===== src/rtl/fifo_param.sv =====
// Parametrised single-clock FIFO with occupancy count, programmable watermarks,
// sticky overflow/underflow flags and a build-time choice of FWFT or registered read.
module fifo_param #(
  parameter int DATA_WIDTH = 8,
  parameter int ADDR_WIDTH = 3,
  parameter int AF_LEVEL   = 6,
  parameter int AE_LEVEL   = 2,
  parameter int FWFT       = 0
) (
  input  logic                  clk,
  input  logic                  reset,
  input  logic                  wr,
  input  logic [DATA_WIDTH-1:0] w_data,
  input  logic                  rd,
  output logic [DATA_WIDTH-1:0] r_data,
  output logic                  r_valid,
  output logic                  full,
  output logic                  empty,
  output logic                  almost_full,
  output logic                  almost_empty,
  output logic [ADDR_WIDTH:0]   count,
  input  logic                  err_clr,
  output logic                  overflow,
  output logic                  underflow
);

  localparam int DEPTH = 1 << ADDR_WIDTH;
  localparam logic [ADDR_WIDTH:0]   DEPTH_CNT = (ADDR_WIDTH+1)'(DEPTH);
  localparam logic [ADDR_WIDTH:0]   AF_CNT    = (ADDR_WIDTH+1)'(AF_LEVEL);
  localparam logic [ADDR_WIDTH:0]   AE_CNT    = (ADDR_WIDTH+1)'(AE_LEVEL);
  localparam logic [ADDR_WIDTH:0]   CNT_ONE   = (ADDR_WIDTH+1)'(1);
  localparam logic [ADDR_WIDTH-1:0] PTR_ONE   = ADDR_WIDTH'(1);

  if (AE_LEVEL < 0 || AE_LEVEL >= AF_LEVEL || AF_LEVEL > DEPTH) begin : g_bad_levels
    $error("fifo_param: watermarks must satisfy 0 <= AE_LEVEL < AF_LEVEL <= 2**ADDR_WIDTH");
  end

  logic [DATA_WIDTH-1:0] mem_q [DEPTH];
  logic [ADDR_WIDTH-1:0] w_ptr_q, w_ptr_d;
  logic [ADDR_WIDTH-1:0] r_ptr_q, r_ptr_d;
  logic [ADDR_WIDTH:0]   count_q, count_d;
  logic                  overflow_q, overflow_d;
  logic                  underflow_q, underflow_d;
  logic                  wr_acc, rd_acc;

  // Status is decoded from the count register alone so it never sees rd/wr.
  assign full         = (count_q == DEPTH_CNT);
  assign empty        = (count_q == '0);
  assign almost_full  = (count_q >= AF_CNT);
  assign almost_empty = (count_q <= AE_CNT);
  assign count        = count_q;
  assign overflow     = overflow_q;
  assign underflow    = underflow_q;

  always_comb begin
    // NOTE: every variable gets a default before any branch, so no latch is inferred.
    w_ptr_d     = w_ptr_q;
    r_ptr_d     = r_ptr_q;
    count_d     = count_q;
    wr_acc      = wr && (!full || rd);
    rd_acc      = rd && !empty;

    if (wr_acc) w_ptr_d = w_ptr_q + PTR_ONE;
    if (rd_acc) r_ptr_d = r_ptr_q + PTR_ONE;

    case ({wr_acc, rd_acc})
      2'b10:   count_d = count_q + CNT_ONE;
      2'b01:   count_d = count_q - CNT_ONE;
      default: count_d = count_q;
    endcase

    // A fresh error in the same cycle as err_clr must survive the clear.
    overflow_d  = (overflow_q  && !err_clr) || (wr && full && !rd);
    underflow_d = (underflow_q && !err_clr) || (rd && empty);
  end

  always_ff @(posedge clk) begin
    // NOTE: sequential state uses non-blocking assignments so all flops update together.
    if (reset) begin
      w_ptr_q     <= '0;
      r_ptr_q     <= '0;
      count_q     <= '0;
      overflow_q  <= 1'b0;
      underflow_q <= 1'b0;
    end else begin
      w_ptr_q     <= w_ptr_d;
      r_ptr_q     <= r_ptr_d;
      count_q     <= count_d;
      overflow_q  <= overflow_d;
      underflow_q <= underflow_d;
    end
  end

  // NOTE: the storage array is deliberately not reset; the pointers and count define validity.
  always_ff @(posedge clk) begin
    if (wr_acc && !reset) mem_q[w_ptr_q] <= w_data;
  end

  if (FWFT != 0) begin : g_fwft
    assign r_data  = mem_q[r_ptr_q];
    assign r_valid = !empty;
  end else begin : g_reg_read
    logic [DATA_WIDTH-1:0] r_data_q, r_data_d;
    logic                  r_valid_q, r_valid_d;

    always_comb begin
      r_data_d  = r_data_q;
      r_valid_d = rd_acc;
      if (rd_acc) r_data_d = mem_q[r_ptr_q];
    end

    always_ff @(posedge clk) begin
      if (reset) begin
        r_data_q  <= '0;
        r_valid_q <= 1'b0;
      end else begin
        r_data_q  <= r_data_d;
        r_valid_q <= r_valid_d;
      end
    end

    assign r_data  = r_data_q;
    assign r_valid = r_valid_q;
  end

endmodule


===== config.mk =====
export PLATFORM = sky130hd
export DESIGN_NAME = fifo_param
export DESIGN_NICKNAME = d
export VERILOG_FILES = /design/src/rtl/fifo_param.sv
export SDC_FILE = /design/constraint.sdc
export NUM_CORES = 1
export LEC_CHECK = 0
export BUFFER_PORTS_ARGS = -buffer_cell sky130_fd_sc_hd__buf_2
export CAP_MARGIN = 20
export CELL_PAD_IN_SITES_DETAIL_PLACEMENT = 0
export CELL_PAD_IN_SITES_GLOBAL_PLACEMENT = 1
export CORE_MARGIN = 2
export CORE_UTILIZATION = 49
export CTS_CLUSTER_SIZE = 10
export DETAILED_ROUTE_END_ITERATION = 16
export PLACE_DENSITY_LB_ADDON = 0.12
export SETUP_SLACK_MARGIN = 0.5
export SYNTH_ARGS = -nofsm -noshare
export SYNTH_HDL_FRONTEND = slang
export SYNTH_SLANG_ARGS = --single-unit
export TNS_END_PERCENT = 30

===== constraint.sdc =====
create_clock -name clk -period 3 [get_ports clk]
set_input_delay 0 -clock clk [delete_from_list [all_inputs] [get_ports clk]]
set_output_delay 0 -clock clk [all_outputs]
set_load 0.02 [all_outputs]

==> results.md, run 1 <==
Run status:
- The flow ran to the end, and the final reports show no timing, DRC or antenna violations.

Yosys:
- The fraction of registers with async set/reset is 0%.
- By area the synthesized netlist is led by sky130_fd_sc_hd__edfxtp_1, sky130_fd_sc_hd__dfxtp_1, sky130_fd_sc_hd__mux4_2.
- In this run, synthesis produced a sequential element count of 85.
- The number of nets in the synthesized netlist is 225.
- The synthesized area divided by synthesized cell count is 16.24 um^2.
- The most used flip-flop cell after synthesis is sky130_fd_sc_hd__edfxtp_1.
- The register area share after synthesis is 69.67%.
- The cell type with the highest aggregate area in the netlist is sky130_fd_sc_hd__edfxtp_1.
- In this run, distinct cell masters in the synthesized netlist total 34.
- The number of synthesized flops with an enable pin is 64.
- Synthesis produced 207 cells.
- The post-synthesis cell area is 3362 um^2.
- Yosys printed 0 warnings.
- The most frequently used cell type in the post-synthesis netlist is sky130_fd_sc_hd__edfxtp_1.
- The share of the synthesized area in the top cell type is 57.16%.
- Ranked by instance count, the synthesized netlist is headed by sky130_fd_sc_hd__edfxtp_1, sky130_fd_sc_hd__nor2_1, sky130_fd_sc_hd__dfxtp_1.

Cells and area:
- From synthesis to final layout, the design area changed by 19.61%.
- The antenna diode instance count is 0.
- The share of post-route cells with drive strength above 1 is between 30% and 40%.
- The footprint of the flip-flops and latches is about 2400 um^2.
- The multi-input logic area is 985.9 um^2.
- For this run, the share of the core covered by cells in the final layout is 59.85%.
- The number of fillers in the final layout is 529.
- The final net count is ~280.

GRT:
- Entering global routing, the biggest net connects 27 pins.
- The wire length of the first global-routing pass is 10.56 mm.
- The via count of the first global-routing pass was 2010.
- The global routing usage summed across all routing layers is between 10% and 20%.
- The number of antenna violations at the first check in global routing was 0.
- The residual overflow from global routing is 0.

Clock tree:
- After clock tree synthesis, the clock-pin slew on the worst setup and hold paths is ~0.09 ns.
- The H-tree was split into 3 levels.
- The deepest clock path buffer count is 2.
- The number of CTS-inserted buffers is 9.
- The clock drives 85 sinks.
- Clock latency on the worst-skew pair, taken at its later pin, is around 0.35 ns.
- The clock tree from TritonCTS is built.
- The buffer type at the clock tree root is sky130_fd_sc_hd__clkbuf_8.

Power:
- For this design the ratio of total power to cell area is 797.6 nW/um^2.
- The largest vdd supply drop is between 0.0004 and 0.0005 V.
- In this run the static leakage power is 1.436 nW.
- Overall power consumption after layout is estimated at 3.208 mW.

Critical path:
- The source of the worst register-to-register timing path is count[0].
- For the worst setup path, the data required time is around 3.3 ns.
- STA classifies the critical path endpoint as a flop.
- The depth of the worst register-to-register path is 9.
- STA classifies the critical path startpoint as a flop.
- The critical path arrival is roughly 2.8 ns.
- The critical-path maximum fanout is 6.
- The minimum setup slack among reg-to-reg paths is between 0.5 and 0.6 ns.
- The category of the most critical setup path is flop to flop.
- The endpoint identified for the worst register-to-register timing path is count[2].

STA:
- Setup repair after global routing could not meet its margin everywhere.
- The final number of hold-violating endpoints is 0.
- The setup-violating endpoint count in the final report is 0.
- The final clock period utilization by the worst path is 82.80%.
- Across the routed clock network, the largest skew measured is 0.01125 ns.
- The worst relative slew slack is around two fifths.
- The final count of pins violating max slew came to 0.
- Derived from the worst setup path, the maximum achievable clock frequency is 402.6 MHz.
- The shortest period the worst path allows is 2.484 ns.
- In the final timing run, aggregate negative setup slack is 0 ns.
- For the pin with the worst max-slew slack, the measured transition is 0.9279 ns.

Routing:
- Dividing the detail-routed wire length by the instance count gives 19.16 um.
- The first TritonRoute pass finished after 4 iterations.
- Once detail routing completed, the nets flagged for antenna violations numbered 0.
- Summed over all layers, the routed wires come to 6.706 mm.
- The routed layout has 1952 vias.
- After detailed routing, the number of vias per cell comes to around 5.6.
- In this run, the number of DRC markers left after iteration 0 of detailed routing was 149.
- For this run, design rule violations remaining after detail routing come to 0.

Floorplanning:
- The number of placement rows is 30.
- The die height is around 87 um.
- From left edge to right edge, the die measures a little under 90 um.
- For this configuration, the core starts out at a cell density of roughly 50%.
- The boundary pin count is 32.
- The placeable core region is approximately 6700 um^2.
- The die covers approximately 7500 um^2.

Flow run:
- The max-cap violation count is 0.

Min path:
- The startpoint of the lowest-slack hold path is rd.
- The path class of the tightest hold or removal check is input pin to flop.
- The worst hold path terminates at overflow.
- Counting instances, the worst hold path has a depth of 4.

Placed design:
- At the end of routability-driven placement, the weighted congestion stood at 0.8133.
- Detailed placement ended at an HPWL of 4.105 mm.
- The count of port buffers added during placement is 31.
==> flip-flops by register name, summed over array words and instances, names as in the netlist <==
register / flops
r_ptr_q: 3
r_data: 8
overflow: 1
r_valid: 1
underflow: 1
count: 4
w_ptr_q: 3
mem_q: 64
==> cells by family after synthesis <==
group / after synthesis / share of synthesized area [%]
AO/OA/AOI/OAI: 22 / 4.540
XOR/XNOR: 7 / 1.824
adder cells (fa/ha/maj): 5 / 1.861
buffers and inverters: 13 / 2.158
flip-flops: 85 / 69.67
multiplexers: 20 / 11.95
AND/OR/NAND/NOR: 55 / 8.001
==> cell usage in the layout (no fill, tap or decap), types with 3 or more instances in the layout <==
master and n:
sky130_fd_sc_hd__nor3_1 11, sky130_fd_sc_hd__nor2b_1 7, sky130_fd_sc_hd__clkbuf_8 9, sky130_fd_sc_hd__nor2_1 25
sky130_fd_sc_hd__edfxtp_1 64, sky130_fd_sc_hd__a21oi_1 5, sky130_fd_sc_hd__dlygate4sd3_1 11, sky130_fd_sc_hd__o22ai_1 8
sky130_fd_sc_hd__buf_4 16, sky130_fd_sc_hd__mux4_2 16, sky130_fd_sc_hd__buf_2 31, sky130_fd_sc_hd__nand2_1 4
sky130_fd_sc_hd__mux2i_1 3, sky130_fd_sc_hd__xor2_1 6, sky130_fd_sc_hd__dfxtp_1 17
==> worst max path at each step <==
stage | start | endpoint | slack (ns) | cells after the start
4_1_cts | count[2] | count[2] | 0.51 | 9
3_3_place_gp | count[0] | count[2] | 0.50 | 9
3_5_place_dp | count[0] | count[2] | 0.35 | 9
2_1_floorplan | count[2] | count[3] | 0.39 | 8
5_1_grt | count[0] | count[2] | 0.43 | 9
6_report | count[0] | count[2] | 0.52 | 9
==> worst max-delay path, cell delays in order (launching register included) <==
cell and delay, ns:
sky130_fd_sc_hd__dfxtp_4 0.37, sky130_fd_sc_hd__or4b_4 0.59, sky130_fd_sc_hd__o21ai_4 0.24, sky130_fd_sc_hd__ha_4 0.17, sky130_fd_sc_hd__xor2_1 0.15, sky130_fd_sc_hd__ha_2 0.20, sky130_fd_sc_hd__a21oi_1 0.05, sky130_fd_sc_hd__xor2_1 0.17
sky130_fd_sc_hd__or3_1 0.32, sky130_fd_sc_hd__a21oi_1 0.14
==> cell type report <==
cell class,count,share of cell area (%)
clock buffers,9,3.080
clock inverters,7,1.462
inverters,1,0.09334
multi-input cells,109,24.52
flip-flops and latches,85,58.49
well taps,80,2.489
repair buffers,59,9.863
==> per-stage QoR <==
stage	area, um^2	setup WS [ns]	cells	hold slack, ns
floorplan	3405	0.3866	207	0.09887
global placement	3664	0.4975	316	0.2514
detailed placement	3664	0.3484	316	0.2743
CTS	3973	0.5078	345	0.07600
global route	4021	0.4298	350	0.09289
finish	4021	0.5159	350	0.08124
==> repair_timing <==
action	CTS	global route
hold buffers	11	0
pin swaps	1	4
endpoints found under the setup margin	2	2
resized for setup	1	4
endpoints found under the hold margin	66	0
cloned	0	0
setup buffers	2	5
==> routing by layer <==
metal	vias up	part of all wire, %	track usage [%]
met5	-	0	0
met4	0	2.4	9.091
met3	13	2.8	3.524
met2	41	49	30.19
met1	982	46	26.59
li1	916	-	-
==> power by group <==
group | internal, mW | switching [mW] | leakage, nW
logic | 0.440 | 0.535 | 0.597
clock network | 0.313 | 0.428 | 0.0873
registers | 1.39 | 0.105 | 0.752
(Power assumes the default switching activity.)
==> run 2, diff against run 1 <==
==> constraint.sdc (replaced) <==
create_clock -name clk -period 2.35 [get_ports clk]
set_input_delay 0 -clock clk [delete_from_list [all_inputs] [get_ports clk]]
set_output_delay 0 -clock clk [all_outputs]
set_load 0.02 [all_outputs]
==> results.md, run 2 (same netlist as run 1, synthesis figures left out) <==
Floorplanning:
- The floorplan die area is 7539 um^2 (unchanged).
- The number of placement rows is 30 (unchanged).
- The boundary pin count came to 32 (unchanged).
- The chip width came to 86.83 um (unchanged).
- The die height is 86.83 um (unchanged).
- The placeable core region is 6719 um^2 (unchanged).
- The initial cell density of the core came to 50.04% (unchanged).

Cells and area:
- The post-layout instance count excluding filler cells is 358 (+2.3%).
- The final net count is 291 (+2.8%).
- The antenna diode instance count was 0 (unchanged).
- The share of post-route cells with drive strength above 1 is 39.21% (+5.9 points).
- The number of fillers in the final layout is 505 (-4.5%).
- The register ranked first by flip-flop count is mem_q.
- The number of flip-flops in the largest register is 64 (unchanged).
- In the layout the commonest cells are sky130_fd_sc_hd__edfxtp_1, sky130_fd_sc_hd__buf_2, sky130_fd_sc_hd__nor2_1.
- The library cell used most frequently in the layout, excluding fill and tap cells, is sky130_fd_sc_hd__edfxtp_1.
- The area growth from synthesis to layout is 25.83%.

Routing:
- The post-route DRC violation count is 0 (unchanged).
- The total wirelength of the detailed-routed design is 6.878 mm (+2.6%).
- The number of routed nets with antenna violations is 0 (unchanged).
- The post-detailed-route wirelength per cell is 19.21 um (+0.27%).
- The number of search-and-repair iterations in the first detailed-routing pass is 4 (unchanged).
- The detailed router's first-iteration violation count is 102 (-32%).
- The detailed-route vias per instance was 5.561 (-0.28%).
- The number of vias in the routed layout is 1991 (+2.0%).

Critical path:
- The critical-path maximum fanout is 6 (unchanged).
- The critical path arrival was 2.58 ns (-0.17 ns).
- The critical path is of the flop to flop type.
- The startpoint identified for the worst register-to-register timing path is count[2].
- The required time of the critical path is 2.59 ns (-0.68 ns).
- STA classifies the critical path endpoint as a flop.
- The most critical setup path has its startpoint at count[2].
- The minimum setup slack among reg-to-reg paths is 0.004 ns (-0.51 ns).
- The worst setup path endpoint is count[3].
- The terminus of the critical flop-to-flop path is count[3].
- The critical path startpoint category is a flop.
- The depth of the worst register-to-register path is 6 (-3).

Power:
- The portion of total power attributed to combinational logic is 34.2% (+3.8 points).
- The largest vdd supply drop was 0.0004134 V (+2.6%).
- The power density over the cells was 1036 nW/um^2 (+30%).
- The cell-internal power is 2.954 mW (+38%).
- The clock power share is 23.8% (+0.7 points).
- The portion of total power attributed to sequential cells was 42.0% (-4.5 points).
- The switching share of power came to 32.62% (-0.68 points).
- The switching power of the nets is 1.430 mW (+34%).
- The standby leakage power is 1.511 nW (+5.2%).

GRT:
- The wire length of the first global-routing pass is 10.34 mm (-2.1%).
- The global routing usage summed across all routing layers is 19.29% (-0.095 points).
- The pin count of the biggest net entering global routing was 23 (-15%).
- The via count of the first global-routing pass was 2017 (+0.35%).
- The number of antenna violations at the first check in global routing was 0 (unchanged).
- The residual overflow from global routing is 0 (unchanged).

STA:
- The shortest period the worst path allows came to 2.346 ns (-0.1386 ns).
- The highest clock rate was 426.3 MHz (+5.9%).
- The slew at the pin with the worst max-slew slack is 0.3676 ns (-0.5603 ns).
- The final clock skew was 0.01464 ns (+0.003386 ns).
- The final number of hold-violating endpoints is 0 (unchanged).
- The slack of the critical path is 0.004452 ns (-0.5114 ns).
- The final count of pins violating max slew is 0 (unchanged).
- The setup-violating endpoint count in the final report is 0 (unchanged).
- The worst relative slew slack is 75.49% (+37 points).
- Setup repair after global routing could not meet its margin everywhere.
- The sum of negative setup slack came to 0 ns (unchanged).
- The final clock period utilization by the worst path is 99.81% (+17 points).

Placed design:
- The count of port buffers added during placement came to 31 (unchanged).
- The pre-CTS worst setup slack was -0.03490 ns (-0.3833 ns).
- The final estimated routing congestion in global placement is 0.8154 (+0.26%).
- The detailed placer's ending HPWL came to 4.348 mm (+5.9%).
- The total placed cells including tap cells is 321 (+1.6%).

Clock tree:
- The clock net sink count is 85 (unchanged).
- The number of CTS-inserted buffers was 9 (unchanged).
- The H-tree depth is 3 (unchanged).
- The clock tree from TritonCTS is built.
- The buffer type at the clock tree root is sky130_fd_sc_hd__clkbuf_8.
- The clock-pin transition on the worst setup and hold timing paths is 0.08 ns (about the same).
- The latest clock arrival within the worst-skew pair is 0.36 ns (about the same).
- The deepest clock path buffer count was 2 (unchanged).

Flow run:
- The max-cap violation count is 0 (unchanged).

Run status:
- The flow ran to the end, and the final reports show no timing, DRC or antenna violations.

Min path:
- The class of the tightest hold or removal check is input pin to flop.
[run 2: changes by cell type in the layout (fill, tap and decap cells not counted), sizes merged]
cell      before  now
clkinv         2    3
buf           48   56
bufinv         0    1
clkinvlp       2    0
[run 2: worst min path at each step]
stage / end / slack [ns] / start / cells after the start
final: overflow / 0.08 / rd / 4
after global routing: overflow / 0.13 / rd / 4
after CTS: mem_q[4][7] / 0.06 / reset / 2
after detailed placement: mem_q[6][3] / 0.27 / w_data[3] / 1
after global placement: mem_q[1][7] / 0.26 / w_data[7] / 1
after floorplan: mem_q[0][0] / 0.1 / w_data[0] / 0
[run 2: metal layers]
metal,vias up,global-route usage (%),part of all wire (%)
li1,933,-,-
met1,1004,25.26,44
met2,38,30.46,50
met3,16,3.524,2.7
met4,0,10.80,2.7
met5,-,0,0
[run 2: area by class of cell]
| cell class | count | area [um^2] | share of cell area, % |
|---|---|---|---|
| well taps | 80 | 100.1 | 2.366 |
| clock inverters | 7 | 78.83 | 1.863 |
| repair buffers | 67 | 501.7 | 11.86 |
| clock buffers | 9 | 123.9 | 2.928 |
| flip-flops and latches | 85 | 2347 | 55.49 |
| inverters | 1 | 3.754 | 0.08873 |
| multi-input cells | 109 | 1075 | 25.41 |
[run 2: power groups by stage]
stage	combinational [mW]	clock (mW)	sequential (mW)
after global placement	1.26	0	1.86
after global routing	1.61	1.12	1.86
after detailed placement	1.30	0	1.87
after CTS	1.36	1.06	1.84
after floorplan	0.775	0	2.01
final	1.50	1.04	1.84
[run 2: worst max-delay path, stage by stage (launching register included)]
cell	delay, ns
sky130_fd_sc_hd__dfxtp_2	0.33
sky130_fd_sc_hd__or4b_4	0.56
sky130_fd_sc_hd__o21ai_4	0.23
sky130_fd_sc_hd__ha_4	0.26
sky130_fd_sc_hd__or3_1	0.39
sky130_fd_sc_hd__o32ai_2	0.14
sky130_fd_sc_hd__mux2_4	0.32
[run 2: metrics by stage]
| stage | cell area, um^2 | hold WS (ns) | power [mW] | utilization (%) |
|---|---|---|---|---|
| 2_1_floorplan | 3420 | 0.09887 | 2.783 | - |
| 3_3_place_gp | 3716 | 0.2567 | 3.121 | 55.31 |
| 3_5_place_dp | 3716 | 0.2722 | 3.173 | 55.31 |
| 4_1_cts | 4100 | 0.05968 | 4.253 | 61.02 |
| 5_1_grt | 4230 | 0.1260 | 4.587 | 62.96 |
| 6_report | 4230 | 0.08142 | 4.384 | 62.96 |
[run 2: what timing repair did]
action                                  CTS  global route
endpoints found under the setup margin   44            46
buffers inserted                          6             4
pin swaps                                 5            11
gates cloned                              0             0
resized for setup                         7            16
hold buffers                             11             0
hold endpoints to repair                 66             0
